### src/rtl/rv32i_types.sv
// Shared RV32I types for the fetch path.
// Opcodes, fetch FSM states and IF-stage constants.
package rv32i_types;

    typedef enum logic [6:0] {
        op_lui   = 7'b0110111,
        op_auipc = 7'b0010111,
        op_jal   = 7'b1101111,
        op_jalr  = 7'b1100111,
        op_br    = 7'b1100011,
        op_load  = 7'b0000011,
        op_store = 7'b0100011,
        op_imm   = 7'b0010011,
        op_reg   = 7'b0110011,
        op_csr   = 7'b1110011
    } rv32i_opcode;

    typedef enum logic [1:0] {
        IDLE,
        BUSY,
        DROP,
        HELD
    } fetch_state_t;

    typedef struct packed {
        logic [31:0] pc;
        logic [31:0] instr;
    } fetch_entry_t;

    localparam logic [31:0] PC_RESET_DEFAULT = 32'h00000060;
    localparam logic [31:0] NOP_INSTR        = 32'h00000013;

    function automatic logic [31:0] pc_align(input logic [31:0] a);
        return a & ~32'h3;
    endfunction

endpackage

### src/rtl/if_id_reg.sv
// IF/ID pipeline register with flush-to-NOP.
// Decode fields are plain slices of the held instruction.
module if_id_reg
    import rv32i_types::*;
(
    input  logic        clk,
    input  logic        rst,
    input  logic        load,
    input  logic        flush,
    input  logic [31:0] load_pc,
    input  logic [31:0] load_instr,
    output logic        valid,
    output logic [31:0] pc,
    output logic [31:0] instr,
    output rv32i_opcode opcode,
    output logic [2:0]  funct3,
    output logic [6:0]  funct7,
    output logic [4:0]  rs1,
    output logic [4:0]  rs2,
    output logic [4:0]  rd
);

    always_ff @(posedge clk) begin
        if (rst) begin
            valid <= 1'b0;
            pc    <= 32'h0;
            instr <= NOP_INSTR;
        end else if (flush) begin
            valid <= 1'b0;
            instr <= NOP_INSTR;
        end else if (load) begin
            valid <= 1'b1;
            pc    <= load_pc;
            instr <= load_instr;
        end
    end

    assign opcode = rv32i_opcode'(instr[6:0]);
    assign funct3 = instr[14:12];
    assign funct7 = instr[31:25];
    assign rs1    = instr[19:15];
    assign rs2    = instr[24:20];
    assign rd     = instr[11:7];

endmodule

### src/rtl/fetch_stage.sv
// Instruction fetch: PC, I-cache handshake, skid entry and IF/ID.
// Redirects flush IF/ID and discard any in-flight wrong-path fetch.
module fetch_stage
    import rv32i_types::*;
#(
    parameter logic [31:0] PC_RESET = PC_RESET_DEFAULT
) (
    input  logic        clk,
    input  logic        rst,
    output logic        imem_read,
    output logic [31:0] imem_address,
    input  logic [31:0] imem_rdata,
    input  logic        imem_resp,
    input  logic        stall,
    input  logic        redirect,
    input  logic [31:0] redirect_pc,
    output logic        if_id_valid,
    output logic [31:0] if_id_pc,
    output logic [31:0] if_id_instr,
    output rv32i_opcode if_id_opcode,
    output logic [2:0]  if_id_funct3,
    output logic [6:0]  if_id_funct7,
    output logic [4:0]  if_id_rs1,
    output logic [4:0]  if_id_rs2,
    output logic [4:0]  if_id_rd
);

    fetch_state_t state_q, state_d;
    logic [31:0]  pc_q, pc_d;
    fetch_entry_t skid_q, skid_d;

    logic        accept;
    logic        load;
    logic [31:0] load_pc;
    logic [31:0] load_instr;
    logic [31:0] pc_next;

    assign accept  = !(if_id_valid && stall);
    assign pc_next = pc_q + 32'd4;

    // pc_q is kept word-aligned, so it is the request address as-is
    assign imem_address = pc_q;
    assign imem_read    = !rst &&
                          (((state_q == IDLE) && accept && !redirect) ||
                           (state_q == BUSY) || (state_q == DROP));

    always_comb begin
        state_d    = state_q;
        pc_d       = pc_q;
        skid_d     = skid_q;
        load       = 1'b0;
        load_pc    = pc_q;
        load_instr = imem_rdata;
        if (redirect) begin
            pc_d = pc_align(redirect_pc);
            if ((state_q == BUSY) || (state_q == DROP)) begin
                state_d = imem_resp ? IDLE : DROP;
            end else begin
                state_d = IDLE;
            end
        end else begin
            unique case (state_q)
                IDLE: begin
                    if (imem_read) begin
                        if (imem_resp) begin
                            load = 1'b1;
                            pc_d = pc_next;
                        end else begin
                            state_d = BUSY;
                        end
                    end
                end
                BUSY: begin
                    if (imem_resp) begin
                        pc_d = pc_next;
                        if (accept) begin
                            load    = 1'b1;
                            state_d = IDLE;
                        end else begin
                            skid_d.pc    = pc_q;
                            skid_d.instr = imem_rdata;
                            state_d      = HELD;
                        end
                    end
                end
                DROP: begin
                    if (imem_resp) begin
                        state_d = IDLE;
                    end
                end
                HELD: begin
                    if (accept) begin
                        load       = 1'b1;
                        load_pc    = skid_q.pc;
                        load_instr = skid_q.instr;
                        state_d    = IDLE;
                    end
                end
            endcase
        end
    end

    always_ff @(posedge clk) begin
        if (rst) begin
            state_q <= IDLE;
            pc_q    <= pc_align(PC_RESET);
            skid_q  <= '0;
        end else begin
            state_q <= state_d;
            pc_q    <= pc_d;
            skid_q  <= skid_d;
        end
    end

    if_id_reg u_if_id (
        .clk        (clk),
        .rst        (rst),
        .load       (load),
        .flush      (redirect),
        .load_pc    (load_pc),
        .load_instr (load_instr),
        .valid      (if_id_valid),
        .pc         (if_id_pc),
        .instr      (if_id_instr),
        .opcode     (if_id_opcode),
        .funct3     (if_id_funct3),
        .funct7     (if_id_funct7),
        .rs1        (if_id_rs1),
        .rs2        (if_id_rs2),
        .rd         (if_id_rd)
    );

endmodule
### config.mk
export PLATFORM = sky130hd
export DESIGN_NAME = fetch_stage
export DESIGN_NICKNAME = d
export VERILOG_FILES = /design/src/rtl/rv32i_types.sv /design/src/rtl/if_id_reg.sv /design/src/rtl/fetch_stage.sv
export SDC_FILE = /design/constraint.sdc
export NUM_CORES = 1
export LEC_CHECK = 0
export ABC_AREA = 1
export CORE_AREA = 2 2 122 136
export DETAILED_ROUTE_END_ITERATION = 8
export DIE_AREA = 0 0 124 138
export PLACE_DENSITY = 0.82
export SLEW_MARGIN = 40
export SYNTH_ARGS = -nofsm -noshare
export SYNTH_HDL_FRONTEND = slang
export SYNTH_SLANG_ARGS = --single-unit
### constraint.sdc
create_clock -name clk -period 4.4 [get_ports clk]
set_input_delay 1.1 -clock clk [delete_from_list [all_inputs] [get_ports clk]]
set_output_delay 1.1 -clock clk [all_outputs]
set_load 0.1 [all_outputs]
==> results by group <==
Critical path
  – Reg2reg start: u_if_id.valid
  – Flop-to-flop setup slack: 1.96 ns
  – R2R depth: 8
  – Worst Path Max Fanout: 13
  – Critical Path Sink Type: primary output
  – CP delay by family, top: buffers and inverters
  – Critical Path Sink: imem_read
  – Critical path required time: 3.30 ns
  – Slowest-stage cell, CP: clkdlybuf4s50_1
  – Critical path depth: 7
  – Worst path buffer plus inverter count: 3
  – Crit start category: input port
  – Critical-path cell list: clkdlybuf4s50_1, nand2_1, nand2_1, nand2_1, nand2_1, inv_1, buf_12
  – CP max stage delay: 0.52 ns
  – CP Data Arrival Time: 2.56 ns
  – Worst R2R End: u_if_id.pc[15]
  – CP startpoint: stall
  – Critical path type: in2out
  – Crit-path most repeated cell: nand2_1

Clocking
  – CTS tree: built
  – Hold_buf cts: 0
  – Htree depth: 4
  – Skew-Pair Late Insertion Delay: 0.43 ns
  – Post CTS Setup Buffer Count: 0
  – Buffer depth of the longest clock path: 2
  – Clk slew on worst S/H paths: 0.05 ns
  – CTS root buf: clkbuf_16
  – Total CTS buffers: 17
  – Post-cts resize count: 0
  – Sink Count: 157

Floorplanning
  – Ports: 199
  – Die Area: 0.0171 mm^2
  – Row cnt: 49
  – Core outline area: 0.0159 mm^2
  – DIE WIDTH: 124 um
  – Die Y: 138 um
  – Initial Util: 0.521

Detailed routing
  – Initial DRC count: 839
  – Wire length on met3: 1410 um
  – Post-route ant nets: 0
  – DR pass1 iterations: 7
  – DRC: 0
  – Max Used Layer: met4
  – Avg WL per Cell: 14.4 um
  – Routed length on met1: 10000 um
  – Final wirelength: 22800 um
  – Via density: 5.32
  – Met2 WL: 10600 um
  – Via Count: 8452

Synth
  – Gate Count Post-Synth: 1263
  – Yosys warning count: 0
  – Netlist Area Pre-Place: 0.00830 mm^2
  – #FFs+latches synth: 157
  – Syn Area/Cell: 6.57 um^2
  – Sequential area share after synthesis: 0.379
  – Distinct cells, synth: 31

GRT
  – First-pass GRT wire length: 36300 um
  – Vias in the first global route: 7528
  – Pin count of the biggest net entering global routing: 107
  – Global route total overflow: 0
  – Initial antenna violation count: 0
  – Total global routing track utilization: 0.264

Power and ir drop
  – PD cells: 438 mW/mm^2
  – Leakage: 4.31 nW
  – Power Total: 4.33 mW
  – Worst vdd ir: 0.340 mV

Timing
  – Final setup fails: 0
  – Final period util: 0.832
  – RSZ-0062 raised after global routing: no
  – Period minus WS final: 3.66 ns
  – Setup TNS: 0 ns
  – Setup Skew: 0.0114 ns
  – Hold Fails Final Rpt: 0
  – Highest Clock Rate: 0.273 GHz
  – Max-slew violations: 0
  – Worst-Margin Slew: 0.754 ns
  – Slew HR: 0.497

Final layout
  – Area Growth Syn to Fin: 19.3%
  – Finished Core Util: 0.621
  – Finished Layout Cells: 1588
  – Area of the multi-input gates: 0.00422 mm^2
  – Post-route design area: 0.00990 mm^2
  – Fraction of layout cells with a size suffix above 1: 0.137
  – Diodes inserted: 0
  – FF+latch area: 0.00314 mm^2
  – Final Net Count: 1448
  – FILL cells: 1519

Placement
  – Post-DP HPWL: 15000 um
  – Placed cell areas: 0.00936 mm^2
  – Placed cell count: 1558
  – Port buffer count: 192
  – RD Place Congestion: 0.958

Outcome
  – Status: finished, final reports clean

Job
  – Max cap viols: 0

Worst hold path
  – Hold Path Class: reg2reg
## report_power, final
group	internal, mW	total, mW	switching, mW
Clock	0.810	1.38	0.566
Sequential	1.50	1.59	0.0923
Combinational	0.299	1.37	1.07
## routing by layer
metal / vias to the layer above / global-route usage
met5: - / 0
met4: 0 / 0.129
met3: 66 / 0.0404
met2: 324 / 0.417
met1: 3791 / 0.350
li1: 4271 / -
## through the flow
step	setup slack (ns)	hold WS, ns
after global routing	0.675	0.463
after detailed placement	0.777	0.439
after global placement	0.797	0.434
final	0.737	0.446
after CTS	0.748	0.448
after floorplan	1.22	0.425
## cell type report
class / instances / share of cell area
repair buffers: 208 / 0.147
multi-input cells: 913 / 0.426
flip-flops and latches: 157 / 0.317
inverters: 76 / 0.0292
well taps: 204 / 0.0258
clock buffers: 22 / 0.0479
clock inverters: 8 / 0.00682
## cell usage after synthesis
cell	instances	area share
buf_2	28	0.017
o21bai_1	1	0.00090
nand3_1	71	0.043
nor2_4	2	0.0027
a21boi_0	1	0.00090
nand2_1	318	0.14
buf_4	46	0.042
inv_2	4	0.0018
a31oi_1	1	0.00075
conb_1	1	0.00045
dfxtp_1	157	0.38
o21ai_2	1	0.0011
ha_1	6	0.0090
o211ai_1	3	0.0027
clkbuf_1	44	0.020
nor2_2	1	0.00075
o21ai_1	1	0.00060
a21oi_1	138	0.083
o22ai_1	3	0.0023
nand2_2	2	0.0015
nor2_1	178	0.080
nand4_2	1	0.0015
nand4_1	4	0.0030
or2_2	2	0.0015
o31ai_1	1	0.00090
nand3b_1	59	0.053
mux2_2	3	0.0041
buf_6	2	0.0027
o21ai_0	111	0.067
inv_1	72	0.033
nor3_1	1	0.00060
## kinds of logic (layout without fill, tap and decap cells)
group                    count (synthesis)  count (layout)  synth area share
buffers and inverters                  196             314             0.115
other                                    1               4          0.000452
multiplexers                             3               3           0.00407
AO/OA/AOI/OAI                          261             261             0.160
adder cells (fa/ha/maj)                  6               6           0.00904
flip-flops                             157             157             0.379
AND/OR/NAND/NOR                        639             639             0.332
## state kept, by name, indices dropped and copies added (netlist names)
name	count
skid_q	62
u_if_id.instr	32
imem_address	30
u_if_id.pc	30
state_q	2
u_if_id.valid	1
## worst min-delay path by stage
stage          startpoint    endpoint  slack (ns)  cells past startpoint
2_1_floorplan  skid_q[18]  skid_q[18]        0.42                      2
3_3_place_gp   skid_q[43]  skid_q[43]        0.43                      2
3_5_place_dp   skid_q[44]  skid_q[44]        0.44                      2
4_1_cts        skid_q[44]  skid_q[44]        0.45                      2
5_1_grt        skid_q[24]  skid_q[24]        0.46                      2
6_report       skid_q[43]  skid_q[43]        0.45                      2
## tightest hold or removal path: cells and delay by family, from the launching register on
family / cells / cell delay (ns)
AO/OA/AOI/OAI: 1 / 0.05
buffers and inverters: 1 / 0.05
flip-flops: 1 / 0.29
## layout by cell type (no fill, tap or decap), types with 2 or more instances in the layout
| cell | synthesis | layout |
|---|---|---|
| a21oi_1 | 138 | 138 |
| buf_12 | 0 | 3 |
| buf_2 | 28 | 125 |
| buf_4 | 46 | 13 |
| clkbuf_1 | 44 | 2 |
| clkbuf_16 | 0 | 17 |
| clkbuf_8 | 0 | 3 |
| clkdlybuf4s50_1 | 0 | 66 |
| clkinv_2 | 0 | 7 |
| conb_1 | 1 | 4 |
| dfxtp_1 | 157 | 157 |
| ha_1 | 6 | 6 |
| inv_1 | 72 | 71 |
| inv_2 | 4 | 3 |
| mux2_2 | 3 | 3 |
| nand2_1 | 318 | 317 |
| nand2_2 | 2 | 2 |
| nand3_1 | 71 | 71 |
| nand3b_1 | 59 | 59 |
| nand4_1 | 4 | 4 |
| nor2_1 | 178 | 177 |
| nor2_2 | 1 | 2 |
| nor2_4 | 2 | 2 |
| o211ai_1 | 3 | 3 |
| o21ai_0 | 111 | 111 |
| o22ai_1 | 3 | 3 |
| or2_2 | 2 | 2 |
No activity file was read; power rests on OpenSTA's default activity.
